**src/rtl/car_motion_ctrl_pkg.sv**
```systemverilog
// Shared definitions for the car motion controller: FSM states, travel
// direction codes, one-hot floor constants and one-hot floor helpers.
package car_motion_ctrl_pkg;

    typedef enum logic [1:0] {
        IDLE     = 2'd0,
        RUN_UP   = 2'd1,
        RUN_DOWN = 2'd2,
        DOOR     = 2'd3
    } state_t;

    localparam logic [1:0] UD_STOP = 2'b00;
    localparam logic [1:0] UD_UP   = 2'b01;
    localparam logic [1:0] UD_DOWN = 2'b10;

    localparam logic [3:0] FLOOR1 = 4'b0001;
    localparam logic [3:0] FLOOR2 = 4'b0010;
    localparam logic [3:0] FLOOR3 = 4'b0100;
    localparam logic [3:0] FLOOR4 = 4'b1000;

    // Binary floor number (0..3) of a one-hot position.
    function automatic logic [1:0] floor_to_idx(input logic [3:0] pos);
        logic [1:0] idx;
        case (pos)
            FLOOR1:  idx = 2'd0;
            FLOOR2:  idx = 2'd1;
            FLOOR3:  idx = 2'd2;
            FLOOR4:  idx = 2'd3;
            default: idx = 2'd0;
        endcase
        return idx;
    endfunction

    // Floors strictly above a one-hot position.
    function automatic logic [3:0] mask_above(input logic [3:0] pos);
        return ~(pos | (pos - 4'd1));
    endfunction

    // Floors strictly below a one-hot position.
    function automatic logic [3:0] mask_below(input logic [3:0] pos);
        return pos - 4'd1;
    endfunction

endpackage

```
**src/rtl/car_motion_ctrl_floor_travel_timer.sv**
```systemverilog
// Travel-time counter for one floor of car movement. Counts while the car is
// in a RUN state and no stop decision is being taken, and raises a
// terminal-count pulse on the last cycle of a floor-to-floor trip.
module car_motion_ctrl_floor_travel_timer #(
    parameter int TRAVEL_TICKS = 8,
    parameter int CNT_W        = 4
) (
    input  logic clk,
    input  logic rst,
    input  logic i_run,
    input  logic i_stop,
    output logic o_tc,
    output logic o_moving
);

    localparam logic [CNT_W-1:0] CNT_LAST = CNT_W'(TRAVEL_TICKS - 1);

    logic [CNT_W-1:0] r_cnt;
    logic             w_count;

    // A stop decision freezes the trip so no shift can coincide with it.
    assign w_count  = i_run & ~i_stop;
    assign o_tc     = w_count & (r_cnt == CNT_LAST);
    assign o_moving = i_run;

    // Advance the travel counter, wrapping to zero at each floor arrival.
    always_ff @(posedge clk) begin
        if (rst) begin
            r_cnt <= {CNT_W{1'b0}};
        end else if (!w_count || o_tc) begin
            r_cnt <= {CNT_W{1'b0}};
        end else begin
            r_cnt <= r_cnt + CNT_W'(1);
        end
    end

endmodule

```
**src/rtl/car_motion_ctrl.sv**
```systemverilog
// Car motion / dispatch FSM. Moves the car one floor per travel period,
// decides on door service after each arrival, and hands the door cycle to
// the door timer via opendoor / endOpen.
module car_motion_ctrl
    import car_motion_ctrl_pkg::*;
#(
    parameter int TRAVEL_TICKS = 8,
    parameter int CNT_W        = 4
) (
    input  logic       clk,
    input  logic       rst,
    input  logic [3:0] allReq,
    input  logic       up_need,
    input  logic       down_need,
    input  logic       endOpen,
    output logic [3:0] position,
    output logic [1:0] ud_mode,
    output logic       opendoor,
    output logic [1:0] floor_idx,
    output logic       moving,
    output logic       arrive
);

    state_t     r_state;
    logic [1:0] r_dir;
    logic [3:0] r_position;
    logic [1:0] r_ud_mode;
    logic       r_opendoor;
    logic [1:0] r_floor_idx;
    logic       r_arrive;
    logic       r_door_first;

    logic       w_in_run;
    logic       w_hit;
    logic       w_ahead;
    logic       w_at_end;
    logic       w_stop;
    logic       w_tc;
    logic       w_moving;
    logic       w_go_up;
    logic       w_go_down;
    logic [3:0] w_next_pos;

    assign w_in_run = (r_state == RUN_UP) || (r_state == RUN_DOWN);
    assign w_hit    = |(allReq & r_position);
    assign w_ahead  = (r_state == RUN_DOWN) ? |(allReq & mask_below(r_position))
                                            : |(allReq & mask_above(r_position));
    // Running into an end floor: nothing can be ahead, so stop without shifting.
    assign w_at_end = ((r_state == RUN_UP)   && (r_position == FLOOR4)) ||
                      ((r_state == RUN_DOWN) && (r_position == FLOOR1));
    assign w_stop   = w_in_run & (w_at_end | (r_arrive & (w_hit | ~w_ahead)));

    assign w_next_pos = (r_state == RUN_UP) ? {r_position[2:0], 1'b0}
                                            : {1'b0, r_position[3:1]};

    // Door-exit choice: keep the current direction if possible, else reverse;
    // with no direction held, up has priority.
    assign w_go_up   = (r_dir == UD_DOWN) ? (up_need & ~down_need) : up_need;
    assign w_go_down = (r_dir == UD_DOWN) ? down_need : (down_need & ~up_need);

    car_motion_ctrl_floor_travel_timer #(
        .TRAVEL_TICKS (TRAVEL_TICKS),
        .CNT_W        (CNT_W)
    ) u_timer (
        .clk      (clk),
        .rst      (rst),
        .i_run    (w_in_run),
        .i_stop   (w_stop),
        .o_tc     (w_tc),
        .o_moving (w_moving)
    );

    // Motion FSM: position shifting, door entry/exit and direction bookkeeping.
    always_ff @(posedge clk) begin
        if (rst) begin
            r_state      <= IDLE;
            r_dir        <= UD_STOP;
            r_position   <= FLOOR1;
            r_ud_mode    <= UD_STOP;
            r_opendoor   <= 1'b0;
            r_floor_idx  <= 2'd0;
            r_arrive     <= 1'b0;
            r_door_first <= 1'b0;
        end else begin
            r_arrive <= 1'b0;
            case (r_state)
                IDLE: begin
                    if (w_hit) begin
                        r_state      <= DOOR;
                        r_dir        <= UD_STOP;
                        r_ud_mode    <= UD_STOP;
                        r_opendoor   <= 1'b1;
                        r_door_first <= 1'b1;
                    end else if (up_need) begin
                        r_state   <= RUN_UP;
                        r_dir     <= UD_UP;
                        r_ud_mode <= UD_UP;
                    end else if (down_need) begin
                        r_state   <= RUN_DOWN;
                        r_dir     <= UD_DOWN;
                        r_ud_mode <= UD_DOWN;
                    end else begin
                        r_state   <= IDLE;
                        r_dir     <= UD_STOP;
                        r_ud_mode <= UD_STOP;
                    end
                end
                RUN_UP, RUN_DOWN: begin
                    if (w_tc) begin
                        r_position  <= w_next_pos;
                        r_floor_idx <= floor_to_idx(w_next_pos);
                        r_arrive    <= 1'b1;
                    end else if (r_arrive && w_hit) begin
                        r_state      <= DOOR;
                        r_opendoor   <= 1'b1;
                        r_door_first <= 1'b1;
                    end else if (w_stop) begin
                        r_state   <= IDLE;
                        r_dir     <= UD_STOP;
                        r_ud_mode <= UD_STOP;
                    end else begin
                        r_state <= r_state;
                    end
                end
                DOOR: begin
                    // endOpen may still be high from the previous door cycle.
                    r_door_first <= 1'b0;
                    if (!r_door_first && endOpen) begin
                        r_opendoor <= 1'b0;
                        if (w_go_up) begin
                            r_state   <= RUN_UP;
                            r_dir     <= UD_UP;
                            r_ud_mode <= UD_UP;
                        end else if (w_go_down) begin
                            r_state   <= RUN_DOWN;
                            r_dir     <= UD_DOWN;
                            r_ud_mode <= UD_DOWN;
                        end else begin
                            r_state   <= IDLE;
                            r_dir     <= UD_STOP;
                            r_ud_mode <= UD_STOP;
                        end
                    end else begin
                        r_opendoor <= 1'b1;
                    end
                end
                default: begin
                    r_state <= IDLE;
                end
            endcase
        end
    end

    assign position  = r_position;
    assign ud_mode   = r_ud_mode;
    // The door request is withdrawn as soon as reset is seen.
    assign opendoor  = r_opendoor & ~rst;
    assign floor_idx = r_floor_idx;
    assign moving    = w_moving;
    assign arrive    = r_arrive;

endmodule

```
**config.mk**
```make
export PLATFORM = sky130hd
export DESIGN_NAME = car_motion_ctrl
export DESIGN_NICKNAME = d
export VERILOG_FILES = /design/src/rtl/car_motion_ctrl_pkg.sv /design/src/rtl/car_motion_ctrl_floor_travel_timer.sv /design/src/rtl/car_motion_ctrl.sv
export SDC_FILE = /design/constraint.sdc
export NUM_CORES = 1
export LEC_CHECK = 0
export CAP_MARGIN = 20
export CORE_UTILIZATION = 40
export CTS_CLUSTER_DIAMETER = 150
export DETAILED_ROUTE_END_ITERATION = 8
export PLACE_DENSITY = 0.64
export SLEW_MARGIN = 20
export SYNTH_ARGS = -nofsm -noshare
export SYNTH_HDL_FRONTEND = slang
export SYNTH_SLANG_ARGS = --single-unit
```
**constraint.sdc**
```tcl
create_clock -name clk -period 4.9 [get_ports clk]
set_clock_uncertainty 0.05 [all_clocks]
set_input_delay 0.49 -clock clk [delete_from_list [all_inputs] [get_ports clk]]
set_output_delay 0.49 -clock clk [all_outputs]
set_load 0.05 [all_outputs]
```
======== Word-level counts from Yosys, hierarchy flattened ========
Index checks and enable logic that the tools add are counted.
storage, ports and cells
  register bits ........................... 17
  latch bits .............................. 0
  memory bits (writable) .................. 0
  ROM bits ................................ 0
  input port bits ......................... 9
  output and inout port bits .............. 11
  logic and storage cells ................. 93
  memories ................................ 0
operators by class
  add/sub/neg operators ................... 2
  multipliers ............................. 0
  divide/modulo/power cells ............... 0
  order comparisons ....................... 0
  equal/unequal tests ..................... 17
  shift operators ......................... 0
  muxes and demuxes ....................... 26
  bitwise operators ....................... 20
  reductions and logical operators ........ 20
operator list
  kind                                                  number
  two-way mux 2 bit                                     12
  case mux 2 bit (3 select lines)                       3
  AND 4 bit                                             3
  OR reduction 4 bit                                    3
  != test 2 bit (second input constant)                 5
  equality test 4 x 3 -> 1 bit (second input constant)  2
  equality test 4 bit (second input constant)           2
  two-way mux 1 bit                                     8
  AND 1 bit                                             7
  equality test 2 bit (second input constant)           3
  NOT 1 bit                                             6
  case mux 1 bit (3 select lines)                       2
  AND reduction 3 bit                                   2
  OR reduction 2 bit                                    3
  adder 4 x 1 -> 4 bit (second input constant)          1
  equality test 4 x 1 -> 1 bit (second input constant)  1
  equality test 4 x 2 -> 1 bit (second input constant)  1
  logical AND 1 bit                                     4
  two-way mux 4 bit                                     1
  NOT 4 bit                                             1
  OR 4 bit                                              1
  AND reduction 4 bit                                   1
  subtractor 4 x 1 -> 4 bit (second input constant)     1
  logical OR 1 bit                                      3
  7 further kinds                                       9

======== Longest topological paths before layout ========
Gate-level depths: netlist (run 1).
  depth in word-level cells ............... 16
  depth in mapped cells ................... 10
  gate-level depth less buffers ........... 9

======== Cells and area by module ========
A second synthesis (run 1) with hierarchy kept.
unflattened totals
  cells, all modules ...................... 139
  area total of the unflattened synthesis .. 1214.9 sq um
by module, submodules not included
  module                              instances  cells each  area an instance (sq um)  seq. area each (sq um)
  car_motion_ctrl                     1          122         1039.7                    260.2
  car_motion_ctrl_floor_travel_timer  1          17          175.2                     80.1

======== Worst setup path before layout (run 1) ========
Ideal clock, no wire load.
  path type ............................... register to register
  start point ............................. register r_position[1], in the netlist position[1]
  end point ............................... register r_state[0]
  setup time .............................. 0.095 ns
  data arrival time ....................... 2.277 ns
  data required time ...................... 4.755 ns
  path slack .............................. 2.477 ns
  stages on the path, launching flop included .. 10
  buffers on the path ..................... 0
  clock period less this slack ............ 2.423 ns
  cell sequence ........................... dfxtp_1 -> inv_1 -> ha_1 -> inv_1 -> ha_1 -> nand2_1 -> o2111ai_1 -> a31oi_4 -> o21ai_0 -> a221oi_1
on the way
  cells in the longest elaborated chain, start to end .. 16
  elaborated cells on any way between the ends .. 31
  classes of those cells .................. add/sub (1); eq/ne (4); mux (5); bitwise (13); reduce/logical (8)
ends and longest elaborated chain
  what                           line                                                  text
  start: declaration             car_motion_ctrl.sv:26                                 logic [3:0] r_position;
  start signal: assignment       car_motion_ctrl.sv:110                                r_position <= w_next_pos;
  subtractor 4 x 1 -> 4 bit      car_motion_ctrl_pkg.sv:36, car_motion_ctrl_pkg.sv:41
  OR 4 bit                       car_motion_ctrl_pkg.sv:36                             return ~(pos | (pos - 4'd1));
  NOT 4 bit                      car_motion_ctrl_pkg.sv:36
  AND 4 bit                      car_motion_ctrl.sv:47                                 : |(allReq & mask_above(r_position));
  OR reduction 4 bit             car_motion_ctrl.sv:47
  two-way mux 1 bit              car_motion_ctrl.sv:46                                 assign w_ahead = (r_state == RUN_DOWN) ? |(allReq & mask_below(r_position))
  NOT 1 bit                      car_motion_ctrl.sv:51                                 assign w_stop = w_in_run & (w_at_end | (r_arrive & (w_hit | ~w_ahead)));
  OR 1 bit                       car_motion_ctrl.sv:51
  AND 1 bit                      car_motion_ctrl.sv:51
  OR 1 bit                       car_motion_ctrl.sv:51
  AND 1 bit                      car_motion_ctrl.sv:51
  NOT 1 bit                      car_motion_ctrl_floor_travel_timer.sv:22              assign w_count = i_run & ~i_stop;
  AND 1 bit                      car_motion_ctrl_floor_travel_timer.sv:22
  AND 1 bit                      car_motion_ctrl_floor_travel_timer.sv:23              assign o_tc = w_count & (r_cnt == CNT_LAST);
  != test 2 bit (no line)        --
  AND reduction 3 bit (no line)  --
  end signal: assignment         car_motion_ctrl.sv:122                                r_state <= r_state;
  end: declaration               car_motion_ctrl.sv:24                                 state_t r_state;
Parallel ways exist; a longest one is shown, timed or not. The select of a mux whose other input is x is not followed.
A chain may end at the register's enable or synchronous reset.

======== Final worst setup path (run 1) ========
  start point ............................. input port rst
  end point ............................... output port opendoor
on the way
  cells in the longest elaborated chain, start to end .. 2
ends and longest elaborated chain
  what                line                    text
  start: declaration  car_motion_ctrl.sv:11   input logic rst,
  NOT 1 bit           car_motion_ctrl.sv:157  assign opendoor = r_opendoor & ~rst;
  AND 1 bit           car_motion_ctrl.sv:157
  end: declaration    car_motion_ctrl.sv:18   output logic opendoor,
No other way between the ends.

==> results by group, run 1 <==
Run status
  • Run status: finished with violations
  • Failing checks: design-rule violations

Critical path
  • Register-to-Register Setup Slack: 2.56 ns
  • Critical Path Sink Type: output pin
  • CP Buf/Inv Count: 2
  • Most frequent CP cell: clkdlybuf4s50_1
  • Worst path max stage delay: 0.82 ns
  • Worst Setup Path Type: primary input to output pin
  • Worst setup startpoint: rst
  • Critical Path Fanout Max: 17
  • CP delay by family, top: buffers and inverters
  • Worst setup SP type: primary input
  • Req. time, crit path: 4.36 ns
  • Worst endpoint data arrival time: 2.22 ns
  • Reg-to-reg critical path startpoint: position[1]$_SDFFE_PP0P_
  • Crit path cell chain: clkdlybuf4s50_1 -> nor2b_1 -> clkdlybuf4s50_1
  • Slowest CP cell: clkdlybuf4s50_1

Place
  • GP Congestion: 0.771
  • IO Port Bufs: 19
  • DP Wirelength: 1970 microns
  • Placed insts: 179

STA
  • Final worst path period share: 56.3%
  • Fin Hold WS: 0.413 ns
  • Setup TNS: 0 ns
  • Max-slew violations: 0
  • Hold Vio Cnt, Final: 0
  • Least-Margin Pin Slew: 0.573 ns
  • RSZ-0062 raised after global routing: false
  • Final setup viols: 0
  • Final period demand of the worst path: between 2 and 3 ns
  • Worst rel slew slack: 61.7%
  • Achievable clock frequency: 363 MHz

Clock tree
  • Hold-fix buffers, CTS: 0
  • Clock buffer count from CTS: 3
  • Clock Tree Buf Depth: 2
  • CTS tree: built
  • H-tree depth: 1
  • Clock latency on the worst-skew pair: 0.28 ns
  • Reg clk slew, reported paths: roughly 0.09 ns
  • CTS resizes: 0
  • Clock sinks: 17
  • Root Driver: clkbuf_4
  • Post-CTS setup buffers: 0

Finish
  • Fill cells: 281
  • Number of antenna diodes: 0
  • Share of layout cells above drive strength 1: 8.55%
  • Final-stage net count: 174
  • Final core utilization: 50.6%
  • Leading cell type in the layout, fill and taps excluded: clkdlybuf4s50_1
  • Area grow syn2layout: 18.5%
  • Final Non-Filler Cells: between 150 and 200
  • Most frequent cells in the layout: clkdlybuf4s50_1, dfxtp_1, inv_1, nand2_1, ha_1

Pwr
  • VDD IR max: 0.117 mV
  • Sw frac: 41.5%
  • Comb pwr share: 52.1%
  • Internal: 0.300 mW
  • Psw: about 0.21 mW
  • Clock power frac: between 10% and 20%
  • Leak: 0.512 nW
  • Pwr dens: 360 mW/mm^2
  • Seq pwr share: 33.7%

Die
  • Core ar.: between 0.002 and 0.003 sq mm
  • I/O pins: 20
  • Die H: 56.7 microns
  • Die width: 56.7 microns
  • Initial Util: 42.7%
  • DIE AREA: 0.00322 sq mm
  • # rows: 19

Drt
  • Drt first pass iters: 6
  • Remaining DRCs: 4
  • Wire per inst: 13.8 microns
  • Vias per cell: around 5.8
  • DR vias: 1060
  • Routed wire length: 2520 microns
  • Drt initial violations: 47
  • Final ANT Viol Nets: 0

Min path
  • Worst Min Path Start: u_timer.r_cnt[0]$_SDFF_PP0_
  • Tightest Hold Check Type: register to register

Synth
  • Unique masters post-synth: 48
  • Synth Flop Type: dfxtp_1
  • Register area share after synthesis: 28.4%
  • Syn avg cell area: between 8 and 9 sq um
  • Synth Cell Area: 0.00120 sq mm
  • Post-synth ARST share: 0%
  • Number of flops mapped to enable cells by yosys: 0
  • Post-Synthesis Cells: 135
  • Post-synthesis register bit count: 17
  • Syn Nets: between 150 and 200
  • Ys Warns: 0

GRT
  • First-pass GRT wire length: 4380 microns
  • Initial antenna violation count: 0
  • Largest net degree at the start of global routing: 18
  • GR Overflow Total: 0
  • Gr usage total: 17.1%
  • Vias in the first global route: 991

Job
  • Max Cap Violations: 0
-- kinds of logic (layout without fill, tap and decap cells) --
group                    after synthesis  after routing  share of synthesized area (%)
buffers and inverters                 18             35                           6.68
flip-flops                            17             17                           28.4
adder cells (fa/ha/maj)               12             12                           12.5
multiplexers                           3              3                           2.51
XOR/XNOR                               2              2                           1.46
AO/OA/AOI/OAI                         41             41                           28.3
AND/OR/NAND/NOR                       42             42                           20.1
-- per-stage QoR --
stage	total power, mW	area (sq um)	worst slack (ns)
floorplan	0.379	1200	2.48
global placement	0.439	1390	2.17
detailed placement	0.441	1390	2.15
finish	0.512	1420	2.14
CTS	0.515	1420	2.14
global route	0.552	1420	2.03
-- routing by layer --
layer	wire [microns]	global-route usage, %
met5	0	0
met4	24	4.53
met3	92	3.00
met2	1150	29.3
met1	1250	22.2
-- power by group through the flow --
stage / Combinational, mW / Clock, mW / Sequential, mW
4_1_cts: 0.266 / 0.0765 / 0.172
6_report: 0.267 / 0.0726 / 0.172
2_1_floorplan: 0.198 / 0 / 0.182
3_3_place_gp: 0.265 / 0 / 0.174
3_5_place_dp: 0.265 / 0 / 0.176
5_1_grt: 0.289 / 0.0875 / 0.176
-- path summary, 6_finish.rpt --
check                                end  cells past startpoint
max                             opendoor                      3
min          u_timer.r_cnt[0]$_SDFF_PP0_                      1
max reg2reg      r_state[0]$_SDFFE_PP0P_                      9
min reg2reg  u_timer.r_cnt[0]$_SDFF_PP0_                      1
-- area by class of cell --
cell class / instances / area, sq um / area share, %
repair buffers: 19 / 190 / 13.4
clock buffers: 3 / 22.5 / 1.59
clock inverters: 1 / 5.00 / 0.352
well taps: 31 / 38.8 / 2.73
inverters: 12 / 45.0 / 3.17
multi-input cells: 100 / 778 / 54.8
flip-flops and latches: 17 / 340 / 24.0
-- state kept, by name, summed over array words and instances (netlist names) --
name / cells
position: 4
u_timer.r_cnt: 4
floor_idx: 2
r_state: 2
ud_mode: 2
arrive: 1
r_door_first: 1
r_opendoor: 1
-- Yosys cell counts, types with 2 or more instances --
library cell,n,area [sq um]
a211oi_1,3,22.5
a21oi_1,5,25.0
a221oi_1,2,17.5
a22o_4,2,35.0
a22oi_1,2,15.0
a311oi_1,2,17.5
clkbuf_1,3,11.3
dfxtp_1,17,340
ha_1,12,150
inv_1,12,45.0
mux2i_1,3,30.0
nand2_1,12,45.0
nand2b_1,6,37.5
nand3_1,5,25.0
nor2_1,5,18.8
nor4_1,3,18.8
o211ai_1,2,15.0
o21ai_0,7,35.0
o311a_1,2,20.0
o311ai_0,2,17.5
Power figures use the tool's default switching activity.
==> run 2: changes to the inputs <==
Clock period 4.9 ns to 2.6 ns, I/O delays scaled along.
==> results by group, run 2 (synthesis results as in run 1) <==
GRT
  • Initial antenna violation count: 0 (unchanged)
  • Gr usage total: 19.7% (+2.6 points)
  • Vias in the first global route: 1095 (+10%)
  • Largest net degree at the start of global routing: 13 (-5)
  • GR Overflow Total: 0 (unchanged)
  • First-pass GRT wire length: 4970 microns (+14%)

Place
  • Placed inst area: 0.00141 sq mm (+0.90%)
  • GP Congestion: 0.794 (+3.1%)
  • IO Port Bufs: 19 (unchanged)
  • DP Wirelength: 2230 microns (+13%)

Clock tree
  • Clock latency on the worst-skew pair: 0.29 ns (about the same)
  • H-tree depth: 1 (unchanged)
  • Clock buffer count from CTS: 3 (unchanged)
  • Reg clk slew, reported paths: 0.11 ns (+0.02 ns)
  • CTS resizes: 0 (unchanged)
  • Hold-fix buffers, CTS: 0 (unchanged)
  • Clock Tree Buf Depth: 2 (unchanged)
  • Clock sinks: 17 (unchanged)
  • Root Driver: clkbuf_4
  • Post-CTS setup buffers: 0 (unchanged)
  • CTS tree: built

Drt
  • Vias per cell: 5.99 (+3.4%)
  • Remaining DRCs: 4 (unchanged)
  • Final ANT Viol Nets: 0 (unchanged)
  • M1 wire length: 1310 microns (+4.7%)
  • Wire per inst: 15.5 microns (+13%)
  • Routed wire length: 2870 microns (+14%)
  • WL met3: 144 microns (+57%)
  • Drt initial violations: 55 (+17%)
  • Drt first pass iters: 6 (unchanged)
  • DR top layer: met4
  • DR vias: 1108 (+4.5%)
  • Routed wl met2: 1380 microns (+20%)

STA
  • Final worst path period share: 90.3%
  • Achievable clock frequency: 426 MHz
  • Setup TNS: 0 ns (unchanged)
  • Final period demand of the worst path: ~2.3 ns
  • Hold Vio Cnt, Final: 0 (unchanged)
  • Final setup viols: 0 (unchanged)
  • RSZ-0062 raised after global routing: false
  • Max-slew violations: 0 (unchanged)
  • Least-Margin Pin Slew: 0.505 ns (-0.0673 ns)
  • Worst rel slew slack: 66.2% (+4.5 points)

Min path
  • Tightest Hold Check Type: register to register

Finish
  • Reg area: 340 sq um (unchanged)
  • Leading cell type in the layout, fill and taps excluded: clkdlybuf4s50_1
  • Fill cells: 272 (-3.2%)
  • Multi-input gate area: 778 sq um (unchanged)
  • Final instance area: 0.00143 sq mm (+0.88%)
  • Most frequent cells in the layout: clkdlybuf4s50_1, dfxtp_1, inv_1, nand2_1, ha_1
  • Number of antenna diodes: 0 (unchanged)
  • Final-stage net count: 176 (+1.1%)
  • Area grow syn2layout: 19.5%
  • Share of layout cells above drive strength 1: 10.4% (+1.8 points)

Pwr
  • Pwr dens: 686 mW/mm^2 (+91%)
  • Leak: 0.524 nW (+2.3%)
  • VDD IR max: 0.241 mV (+110%)

Die
  • Core ar.: 0.00281 sq mm (unchanged)
  • Die H: 56.7 microns (unchanged)
  • DIE AREA: 0.00322 sq mm (unchanged)
  • # rows: 19 (unchanged)
  • Initial Util: 42.7% (unchanged)
  • Die width: 56.7 microns (unchanged)
  • I/O pins: 20 (unchanged)

Critical path
  • Critical Path Fanout Max: 7 (-10)
  • Worst setup SP type: register
  • Worst Setup Path Type: register to output pin
  • Critical Path Sink Type: output pin
  • Worst endpoint data arrival time: 2.04 ns (-0.18 ns)
  • Register-to-Register Setup Slack: 0.31 ns (-2.25 ns)
  • Req. time, crit path: 2.29 ns (-2.07 ns)

Run status
  • Run status: finished with violations
  • Failing checks: design-rule violations

Job
  • Max Cap Violations: 0 (unchanged)
[run 2: path summary, 6_finish.rpt]
| kind | startpoint | to | cells past startpoint |
|---|---|---|---|
| max | r_state[0]$_SDFFE_PP0P_ | moving | 3 |
| min | u_timer.r_cnt[0]$_SDFF_PP0_ | u_timer.r_cnt[0]$_SDFF_PP0_ | 1 |
| max reg2reg | position[0]$_SDFFE_PP1P_ | position[2]$_SDFFE_PP0P_ | 8 |
| min reg2reg | u_timer.r_cnt[0]$_SDFF_PP0_ | u_timer.r_cnt[0]$_SDFF_PP0_ | 1 |
[run 2: routing by layer]
| layer | vias to the layer above | GRT usage, % |
|---|---|---|
| li1 | 545 | - |
| met1 | 529 | 25.5 |
| met2 | 30 | 33.8 |
| met3 | 4 | 2.76 |
| met4 | 0 | 6.27 |
| met5 | - | 0 |
[run 2: area by class of cell]
cell class	count	share of cell area, %
Inverter	12	3.14
Sequential cell	17	23.8
Multi-Input combinational cell	100	54.3
Clock buffer	3	1.57
Timing Repair Buffer	21	14.1
Tap cell	31	2.71
Clock inverter	1	0.349
[run 2: worst max-delay path, stage by stage, from the launching register on]
cell	delay, ns
dfxtp_1	0.37
inv_1	0.10
ha_1	0.43
clkdlybuf4s50_1	0.85
[run 2: through the flow]
stage               util [%]  setup WS, ns  instances  total power [mW]  hold WS, ns
finish                  51.1         0.251        185             0.983        0.419
global route            51.1        0.0886        185              1.06        0.452
CTS                     51.1         0.258        185             0.989        0.425
detailed placement      50.1         0.333        181             0.846        0.409
global placement        50.1         0.396        181             0.828        0.396
floorplan                  -         0.177        135             0.715        0.381
[run 2: power breakdown]
group          internal (mW)  switching (mW)
Sequential             0.301          0.0240
Combinational          0.207           0.310
Clock                 0.0571          0.0846
Total                  0.565           0.418
==> run 3: changes to the inputs <==
Settings changed: RECOVER_POWER set to 25.
==> results by group, run 3 (synthesis results as in run 1) <==
Run status
  • Run status: finished with violations
  • Failing checks: design-rule violations

GRT
  • GR Overflow Total: 0 (unchanged)
  • First-pass GRT wire length: 4970 microns (unchanged)
  • Gr usage total: 19.7% (unchanged)
  • Largest net degree at the start of global routing: 13 (unchanged)
  • Initial antenna violation count: 0 (unchanged)
  • GRT met3 Usage: 2.76% (unchanged)
  • Grt met1 use: 25.5% (unchanged)
  • Vias in the first global route: 1095 (unchanged)
  • Met2 Usage GRT: 33.8% (unchanged)
  • GRT busiest layer: met2

STA
  • Least-Margin Pin Slew: 0.513 ns (+0.00722 ns)
  • Final period demand of the worst path: 2.35 ns (+0.00161 ns)
  • Final worst path period share: 90.4% (about the same)
  • Achievable clock frequency: 425 MHz (about the same)
  • Worst rel slew slack: 65.7% (-0.49 points)
  • Hold Vio Cnt, Final: 0 (unchanged)
  • Final setup viols: 0 (unchanged)
  • Setup TNS: 0 ns (unchanged)
  • Max-slew violations: 0 (unchanged)
  • RSZ-0062 raised after global routing: false

Clock tree
  • Clock Tree Buf Depth: 2 (unchanged)
  • Clock latency on the worst-skew pair: 0.29 ns (about the same)
  • Hold-fix buffers, CTS: 0 (unchanged)
  • H-tree depth: 1 (unchanged)
  • CTS tree: built
  • Reg clk slew, reported paths: 0.11 ns (about the same)
  • CTS resizes: 0 (unchanged)
  • Clock sinks: 17 (unchanged)
  • Post-CTS setup buffers: 0 (unchanged)
  • Clock buffer count from CTS: 3 (unchanged)
  • Root Driver: clkbuf_4

Finish
  • Most frequent cells in the layout: dfxtp_1, clkdlybuf4s50_1, inv_1, nand2_1, ha_1
  • Fill cells: 277 (+1.8%)
  • Leading cell type in the layout, fill and taps excluded: dfxtp_1
  • Area grow syn2layout: 18.5%
  • Multi-input gate area: 769 sq um (-1.1%)
  • Share of layout cells above drive strength 1: 9.09% (-1.3 points)
  • Final-stage net count: 176 (unchanged)
  • Reg area: 340 sq um (unchanged)
  • Number of antenna diodes: 0 (unchanged)
  • Final Non-Filler Cells: 185 (unchanged)

Place
  • Placed insts: 181 (unchanged)
  • IO Port Bufs: 19 (unchanged)
  • GP Congestion: 0.794 (unchanged)
  • DP Wirelength: 2230 microns (unchanged)

Die
  • # rows: 19 (unchanged)
  • DIE AREA: 0.00322 sq mm (unchanged)
  • Core ar.: 0.00281 sq mm (unchanged)
  • Initial Util: 42.7% (unchanged)
  • Die width: 56.7 microns (unchanged)
  • Die H: 56.7 microns (unchanged)
  • I/O pins: 20 (unchanged)

Pwr
  • Seq pwr share: 33.1% (about the same)
  • Internal: 0.563 mW (-0.35%)
  • VDD IR max: 0.241 mV (about the same)
  • Psw: 0.418 mW (about the same)
  • Sw frac: 42.6% (+0.097 points)
  • Comb pwr share: 52.4% (-0.2 points)
  • Pwr dens: 691 mW/mm^2 (+0.70%)
  • Leak: 0.527 nW (+0.57%)
  • Clock power frac: 14.6% (+0.2 points)

Drt
  • DR vias: 1106 (-0.18%)
  • Vias per cell: 5.98 (-0.18%)
  • Drt first pass iters: 6 (unchanged)
  • Drt initial violations: 56 (+1.8%)
  • Wire per inst: 15.6 microns (+0.49%)
  • Final ANT Viol Nets: 0 (unchanged)
  • Remaining DRCs: 5 (+1)
  • Routed wire length: 2890 microns (+0.49%)

Min path
  • Tightest Hold Check Type: register to register

Critical path
  • Worst setup SP type: register
  • Critical Path Sink Type: output pin
  • Worst endpoint data arrival time: 2.04 ns (about the same)
  • Critical Path Fanout Max: 7 (unchanged)
  • Worst Setup Path Type: register to output pin
  • Req. time, crit path: 2.29 ns (about the same)

Job
  • Max Cap Violations: 0 (unchanged)
## run 3: cell types whose count changed in the layout (fill, tap and decap cells not counted)
cell	delta
a22o_4	-1
buf_4	-1
clkdlybuf4s50_1	-5
clkbuf_1	+1
a22o_1	+1
dlygate4sd3_1	+5
## run 3: area by class of cell
class,count,area share [%]
clock buffer,3,1.59
clock inverter,1,0.352
inverter,12,3.17
multi-input combinational,100,54.2
sequential,17,24.0
tap,31,2.73
timing repair buffer,21,14.0
## run 3: path summary, 6_finish.rpt
path	startpoint	endpoint	cells after the start	slack, ns
hold / removal	u_timer.r_cnt[0]$_SDFF_PP0_	u_timer.r_cnt[0]$_SDFF_PP0_	1	0.42
setup / recovery	r_state[0]$_SDFFE_PP0P_	moving	3	0.25
setup reg to reg	position[0]$_SDFFE_PP1P_	position[2]$_SDFFE_PP0P_	9	0.31
hold reg to reg	u_timer.r_cnt[0]$_SDFF_PP0_	u_timer.r_cnt[0]$_SDFF_PP0_	1	0.42
## run 3: through the flow
stage               util [%]  hold slack (ns)  power (mW)  instance area (sq um)  setup WS, ns
finish                  50.6            0.420       0.981                   1420         0.250
global route            50.6            0.452        1.06                   1420        0.0888
floorplan                  -            0.381       0.715                   1200         0.177
global placement        50.1            0.396       0.828                   1410         0.396
CTS                     51.1            0.425       0.989                   1430         0.258
detailed placement      50.1            0.409       0.846                   1410         0.333
## run 3: critical path, stage by stage (launching register included)
cell and delay (ns):
dfxtp_1 0.37, inv_1 0.10, ha_1 0.43, clkdlybuf4s50_1 0.85
## run 3: power by group through the flow
stage,Sequential (mW),Combinational (mW),Clock (mW)
2_1_floorplan,0.342,0.373,0
3_3_place_gp,0.328,0.500,0
3_5_place_dp,0.332,0.514,0
4_1_cts,0.325,0.517,0.146
5_1_grt,0.331,0.563,0.166
6_report,0.325,0.514,0.143
## run 3: layer usage
layer | routed length [microns] | vias to the layer above
met2 | 1380 | 33
met4 | 38 | 0
met5 | 0 | -
met1 | 1330 | 526
met3 | 135 | 4
li1 | - | 543
